### config.mk
export PLATFORM = sky130hd
export DESIGN_NAME = ddr3_ps_ctrl
export DESIGN_NICKNAME = d
export VERILOG_FILES = /design/src/rtl/ddr3_ps_ctrl.sv
export SDC_FILE = /design/constraint.sdc
export NUM_CORES = 1
export LEC_CHECK = 0
export BUFFER_PORTS_ARGS = -buffer_cell sky130_fd_sc_hd__buf_4
export CORE_MARGIN = 2
export CORE_UTILIZATION = 45
export CTS_BUF_LIST = sky130_fd_sc_hd__clkbuf_4 sky130_fd_sc_hd__clkbuf_8
export CTS_CLUSTER_DIAMETER = 200
export CTS_CLUSTER_SIZE = 40
export DETAILED_ROUTE_END_ITERATION = 7
export PLACE_DENSITY = 0.75
export SYNTH_ARGS = -nofsm -noshare
export SYNTH_HDL_FRONTEND = slang
export SYNTH_SLANG_ARGS = --single-unit
### constraint.sdc
create_clock -name clk_app -period 2 [get_ports clk_app]
set_input_delay 0.2 -clock clk_app [delete_from_list [all_inputs] [get_ports clk_app]]
set_output_delay 0.2 -clock clk_app [all_outputs]
set_load 0.03 [all_outputs]
### src/rtl/ddr3_ps_ctrl.sv
// ddr3_ps_ctrl: initiator side of the MMCM dynamic phase-shift handshake.
// Turns signed step requests into one PSEN pulse per step, waits for PSDONE,
// and keeps a saturating tap position. Runs on clk_app, which also clocks PSCLK.
module ddr3_ps_ctrl #(
    parameter int STEP_W  = 8,
    parameter int POS_W   = 10,
    parameter int POS_MAX = 167,
    parameter int POS_MIN = -168,
    parameter int TIMEOUT = 63
) (
    input  logic              clk_app,
    input  logic              sys_rst_n,
    input  logic              mmcm_rst,
    input  logic              req_valid,
    output logic              req_ready,
    input  logic              req_dir,
    input  logic [STEP_W-1:0] req_steps,
    output logic              PSEN,
    output logic              PSINCDEC,
    input  logic              PSDONE,
    output logic              done,
    output logic              done_clip,
    output logic              done_tmo,
    output logic [STEP_W-1:0] steps_done,
    output logic [POS_W-1:0]  phase_pos,
    output logic              busy
);

    localparam int TW = (TIMEOUT < 2) ? 1 : $clog2(TIMEOUT + 1);

    typedef enum logic [2:0] {
        S_IDLE,
        S_CHECK,
        S_PULSE,
        S_WAIT,
        S_FINISH
    } state_t;

    state_t            state_q;
    logic              dir_q;
    logic [STEP_W-1:0] remaining_q;
    logic [STEP_W-1:0] steps_q;
    logic              clip_q;
    logic              tmo_q;
    logic              done_q;
    logic              psen_q;
    logic              psincdec_q;
    logic              busy_q;
    logic              ready_q;
    logic [POS_W-1:0]  pos_q;
    logic [TW-1:0]     timer_q;

    logic [POS_W-1:0]  pos_d;
    logic [TW-1:0]     timer_d;
    logic              at_limit;

    // Next tap position for the current direction, timer increment, and limit detection.
    always_comb begin
        pos_d    = dir_q ? (pos_q + 1'b1) : (pos_q - 1'b1);
        timer_d  = timer_q + 1'b1;
        at_limit = dir_q ? (pos_q == POS_W'(POS_MAX)) : (pos_q == POS_W'(POS_MIN));
    end

    // Main handshake FSM; every output is a register, and mmcm_rst overrides all states.
    always_ff @(posedge clk_app or negedge sys_rst_n) begin
        if (!sys_rst_n) begin
            state_q     <= S_IDLE;
            dir_q       <= 1'b0;
            remaining_q <= '0;
            steps_q     <= '0;
            clip_q      <= 1'b0;
            tmo_q       <= 1'b0;
            done_q      <= 1'b0;
            psen_q      <= 1'b0;
            psincdec_q  <= 1'b0;
            busy_q      <= 1'b0;
            ready_q     <= 1'b0;
            pos_q       <= '0;
            timer_q     <= '0;
        end else if (mmcm_rst) begin
            state_q    <= S_IDLE;
            psen_q     <= 1'b0;
            psincdec_q <= 1'b0;
            done_q     <= 1'b0;
            busy_q     <= 1'b0;
            ready_q    <= 1'b0;
            pos_q      <= '0;
        end else begin
            psen_q <= 1'b0;
            done_q <= 1'b0;
            case (state_q)
                S_IDLE: begin
                    ready_q <= 1'b1;
                    if (req_valid && ready_q) begin
                        dir_q       <= req_dir;
                        remaining_q <= req_steps;
                        steps_q     <= '0;
                        clip_q      <= 1'b0;
                        tmo_q       <= 1'b0;
                        busy_q      <= 1'b1;
                        ready_q     <= 1'b0;
                        state_q     <= S_CHECK;
                    end
                end
                S_CHECK: begin
                    if (remaining_q == '0) begin
                        done_q  <= 1'b1;
                        state_q <= S_FINISH;
                    end else if (at_limit) begin
                        clip_q  <= 1'b1;
                        done_q  <= 1'b1;
                        state_q <= S_FINISH;
                    end else begin
                        psen_q     <= 1'b1;
                        psincdec_q <= dir_q;
                        state_q    <= S_PULSE;
                    end
                end
                S_PULSE: begin
                    timer_q <= '0;
                    state_q <= S_WAIT;
                end
                S_WAIT: begin
                    timer_q <= timer_d;
                    if (PSDONE) begin
                        pos_q       <= pos_d;
                        remaining_q <= remaining_q - 1'b1;
                        steps_q     <= steps_q + 1'b1;
                        state_q     <= S_CHECK;
                    end else if (timer_q == TW'(TIMEOUT - 1)) begin
                        tmo_q   <= 1'b1;
                        done_q  <= 1'b1;
                        state_q <= S_FINISH;
                    end
                end
                S_FINISH: begin
                    busy_q  <= 1'b0;
                    ready_q <= 1'b1;
                    state_q <= S_IDLE;
                end
                default: begin
                    busy_q  <= 1'b0;
                    state_q <= S_IDLE;
                end
            endcase
        end
    end

    assign req_ready  = ready_q;
    assign PSEN       = psen_q;
    assign PSINCDEC   = psincdec_q;
    assign done       = done_q;
    assign done_clip  = clip_q;
    assign done_tmo   = tmo_q;
    assign steps_done = steps_q;
    assign phase_pos  = pos_q;
    assign busy       = busy_q;

endmodule

==> results.ini <==
[outcome]
outcome=finished, violations left
violations=negative setup slack

[global_route]
antenna_found_initial=0
grt_first_pass_wirelength_um=10510
track_usage_pct=20.52
grt_max_degree=44
first_global_vias=2242
gr-total-overflow=0

[timing]
tightest_slew_ns=0.5528
finalSetupTns_ns=-0.1736
setup_ws_ns=-0.1259
rsz0062_at_grt=true
finalCritPeriodShare_pct=106.3
period_needed_ns=2.126
skew_ns=0.01015
hold_viol=0
slew_violations=0
max_freq_mhz=470.4
relSlewSlack_pct=63.14
setup_viol=3

[clock_tree]
htree_num_levels=2
cts_buffers=5
clk-insertion-delay-late_ns=0.30
cts_tree=built
clock-sinks=43
clockBufferDepth=2
cts_root_buffer=clkbuf_8
clkTransAtPathRegs_ns=0.09

[setup_path]
worst-path-max-fanout=5
crit_path_max_incr_delay_ns=0.44
startpoint_type=flip-flop
crit_chain=clkinv_4 > ha_1 > a211oi_2 > o21bai_1 > a221oi_2 > nor4_1 > a221o_1
critical-path-slowest-cell=dfrtp_2
cp-startpoint=dir_q
timing.rr.start=dir_q
cp.arrival_ns=2.32
path_buf_inv=1
crit_type=reg2reg
endpoint_kind=flip-flop
crit_required_ns=2.19
cp_top_family=compound AO/OA/AOI/OAI gates

[die]
dieArea_um2=6496
die_x_um=80.60
rows=27
ios=39
initial_core_util_pct=47.36
fp.dieH_um=80.60
core_um2=5574

[yosys]
synth_edf_count=0
synth_top_area_share_pct=40.76
syn_nets=314
syn_area_per_cell_um2=9.231
ys_seq_area_share_pct=40.76
async_flop_share_pct=100.0
synthDistinctLibCells=62
synth_common_cells=43 x dfrtp_1, 29 x nor2_1, 23 x nand2_1, 20 x a21oi_1, 20 x o21ai_0
yosys-top-cells-area=dfrtp_1 41%, ha_1 6.2%, nor2_1 4.1%, a21oi_1 3.8%, o21ai_0 3.8%
syn_inst=286
synth_top_flop_cell=dfrtp_1
yosysTopAreaCell=dfrtp_1
synth-seq-cells=43
syn-cell-area_um2=2640
synth_most_common_cell=dfrtp_1
yosys_warnings=0

[placed_design]
io_buffers=38
routabilityCongestion=0.8711
placed_cells=405
dp_hpwl_um=4413
place_ws_ns=-0.1155

[power]
combPwrFrac_pct=30.8
seqPwrFrac_pct=38.9
internal_power_mw=1.822
p_leak_nw=1.544
pwr-share-clk_pct=30.2
ir_drop_mv=0.4773
p_per_area_nw_per_um2=800.0
p_sw_share_pct=32.82
power.switching_mw=0.8904

[hold_path]
min_from=req_dir
hold_path.class=in2reg

[route]
vias_per_cell=5.805
post_drt_wl_per_cell_um=15.11
drt-initial-drc-count=156
drt_wl_total_um=6286
routed-via-count=2415
drt_pass1_iterations=5
drc=0
ant_nets=0

[layout]
instances_no_fill=416
antenna_cells=0
drive_gt1_share_pct=29.94
area_growth_pct=28.44
nets=371

[run]
maxCapViolCount=0

-- power by group through the flow --
stage / logic, mW / registers, mW / clock network (mW)
CTS: 0.764 / 1.05 / 0.839
global route: 0.926 / 1.07 / 0.877
detailed placement: 0.745 / 1.06 / 0
floorplan: 0.472 / 1.06 / 0
global placement: 0.723 / 1.06 / 0
finish: 0.836 / 1.06 / 0.820
-- final cells by class --
type                    instances  area (µm²)
inverters                       7       31.28
repair buffers                 62       467.9
well taps                      72       90.09
fillers                       488        2183
clock inverters                 3       67.56
flip-flops and latches         43        1081
repair inverters                1       6.256
clock buffers                   5       68.82
multi-input cells             223        1578
-- worst paths after layout --
kind / cells past startpoint / end / slack [ns]
worst max-delay path: 7 / phase_pos[8] / -0.13
worst min-delay path: 3 / dir_q / 0.12
worst max register to register: 7 / phase_pos[8] / -0.13
worst min register to register: 2 / done_tmo / 0.52
max in group asynchronous: 2 / phase_pos[0] / 1.18
min in group asynchronous: 2 / steps_done[6] / 0.42
-- cell families (layout without fill, tap and decap cells) --
logic type / after synthesis / count (layout) / synth area share (%)
adders and majority gates: 14 / 14 / 6.920
and+or+nand+nor: 113 / 113 / 23.27
buffers and inverters: 20 / 78 / 3.176
xor gates and xnor gates: 7 / 7 / 2.322
AOI/OAI and AO/OA: 83 / 83 / 21.14
muxes: 6 / 6 / 2.417
DFF: 43 / 43 / 40.76
-- tightest hold or removal path: stages --
cell and delay, ns:
buf_4 0.08, nand2_1 0.04, o21ai_0 0.07
-- routing by layer --
metal	vias up	GRT usage, %	wire (µm)
met1	1176	28.26	2910
li1	1182	-	-
met5	-	0	0
met3	10	4.270	289
met2	47	33.00	2987
met4	0	5.085	99
-- state kept, by name, indices dropped and copies added (netlist names) --
| signal | count |
|---|---|
| phase_pos | 10 |
| remaining_q | 8 |
| steps_done | 8 |
| timer_q | 6 |
| state_q | 3 |
| PSEN | 1 |
| PSINCDEC | 1 |
| busy | 1 |
| dir_q | 1 |
| done | 1 |
| done_clip | 1 |
| done_tmo | 1 |
| req_ready | 1 |
-- placed cells by master, fill, tap and decap left out, types with 3 or more instances in the layout --
master,instances
buf_4,61
nand2_1,23
nand4_1,4
a21oi_1,19
ha_4,4
xnor2_1,3
xor2_1,4
a31oi_1,3
nor3_1,10
nor2_1,29
dfrtp_2,4
o21ai_1,4
inv_1,6
o21ai_0,18
nor4_1,7
a21o_1,6
nand3_1,11
dfrtp_1,39
and3_1,5
nor3b_1,5
clkbuf_8,5
ha_1,7
mux2i_1,3
-- what timing repair did --
item / 4_1_cts / 5_1_grt
endpoints found under the hold margin: 43 / 0
cloned: 0 / 1
pin swaps: 0 / 3
endpoints found under the setup margin: 6 / 11
buffers inserted: 0 / 1
resized for setup: 5 / 14
hold buffers: 1 / 0
-- per-stage QoR --
| step | instance area [µm²] | hold slack [ns] | util (%) | power, mW |
|---|---|---|---|---|
| after floorplan | 2669 | -0.09559 | - | 1.530 |
| after global placement | 3142 | 0.2359 | 56.36 | 1.780 |
| after detailed placement | 3142 | 0.2343 | 56.36 | 1.806 |
| after CTS | 3302 | 0.1114 | 59.24 | 2.648 |
| after global routing | 3391 | 0.1173 | 60.83 | 2.872 |
| final | 3391 | 0.1178 | 60.83 | 2.713 |
(Power assumes the default switching activity.)
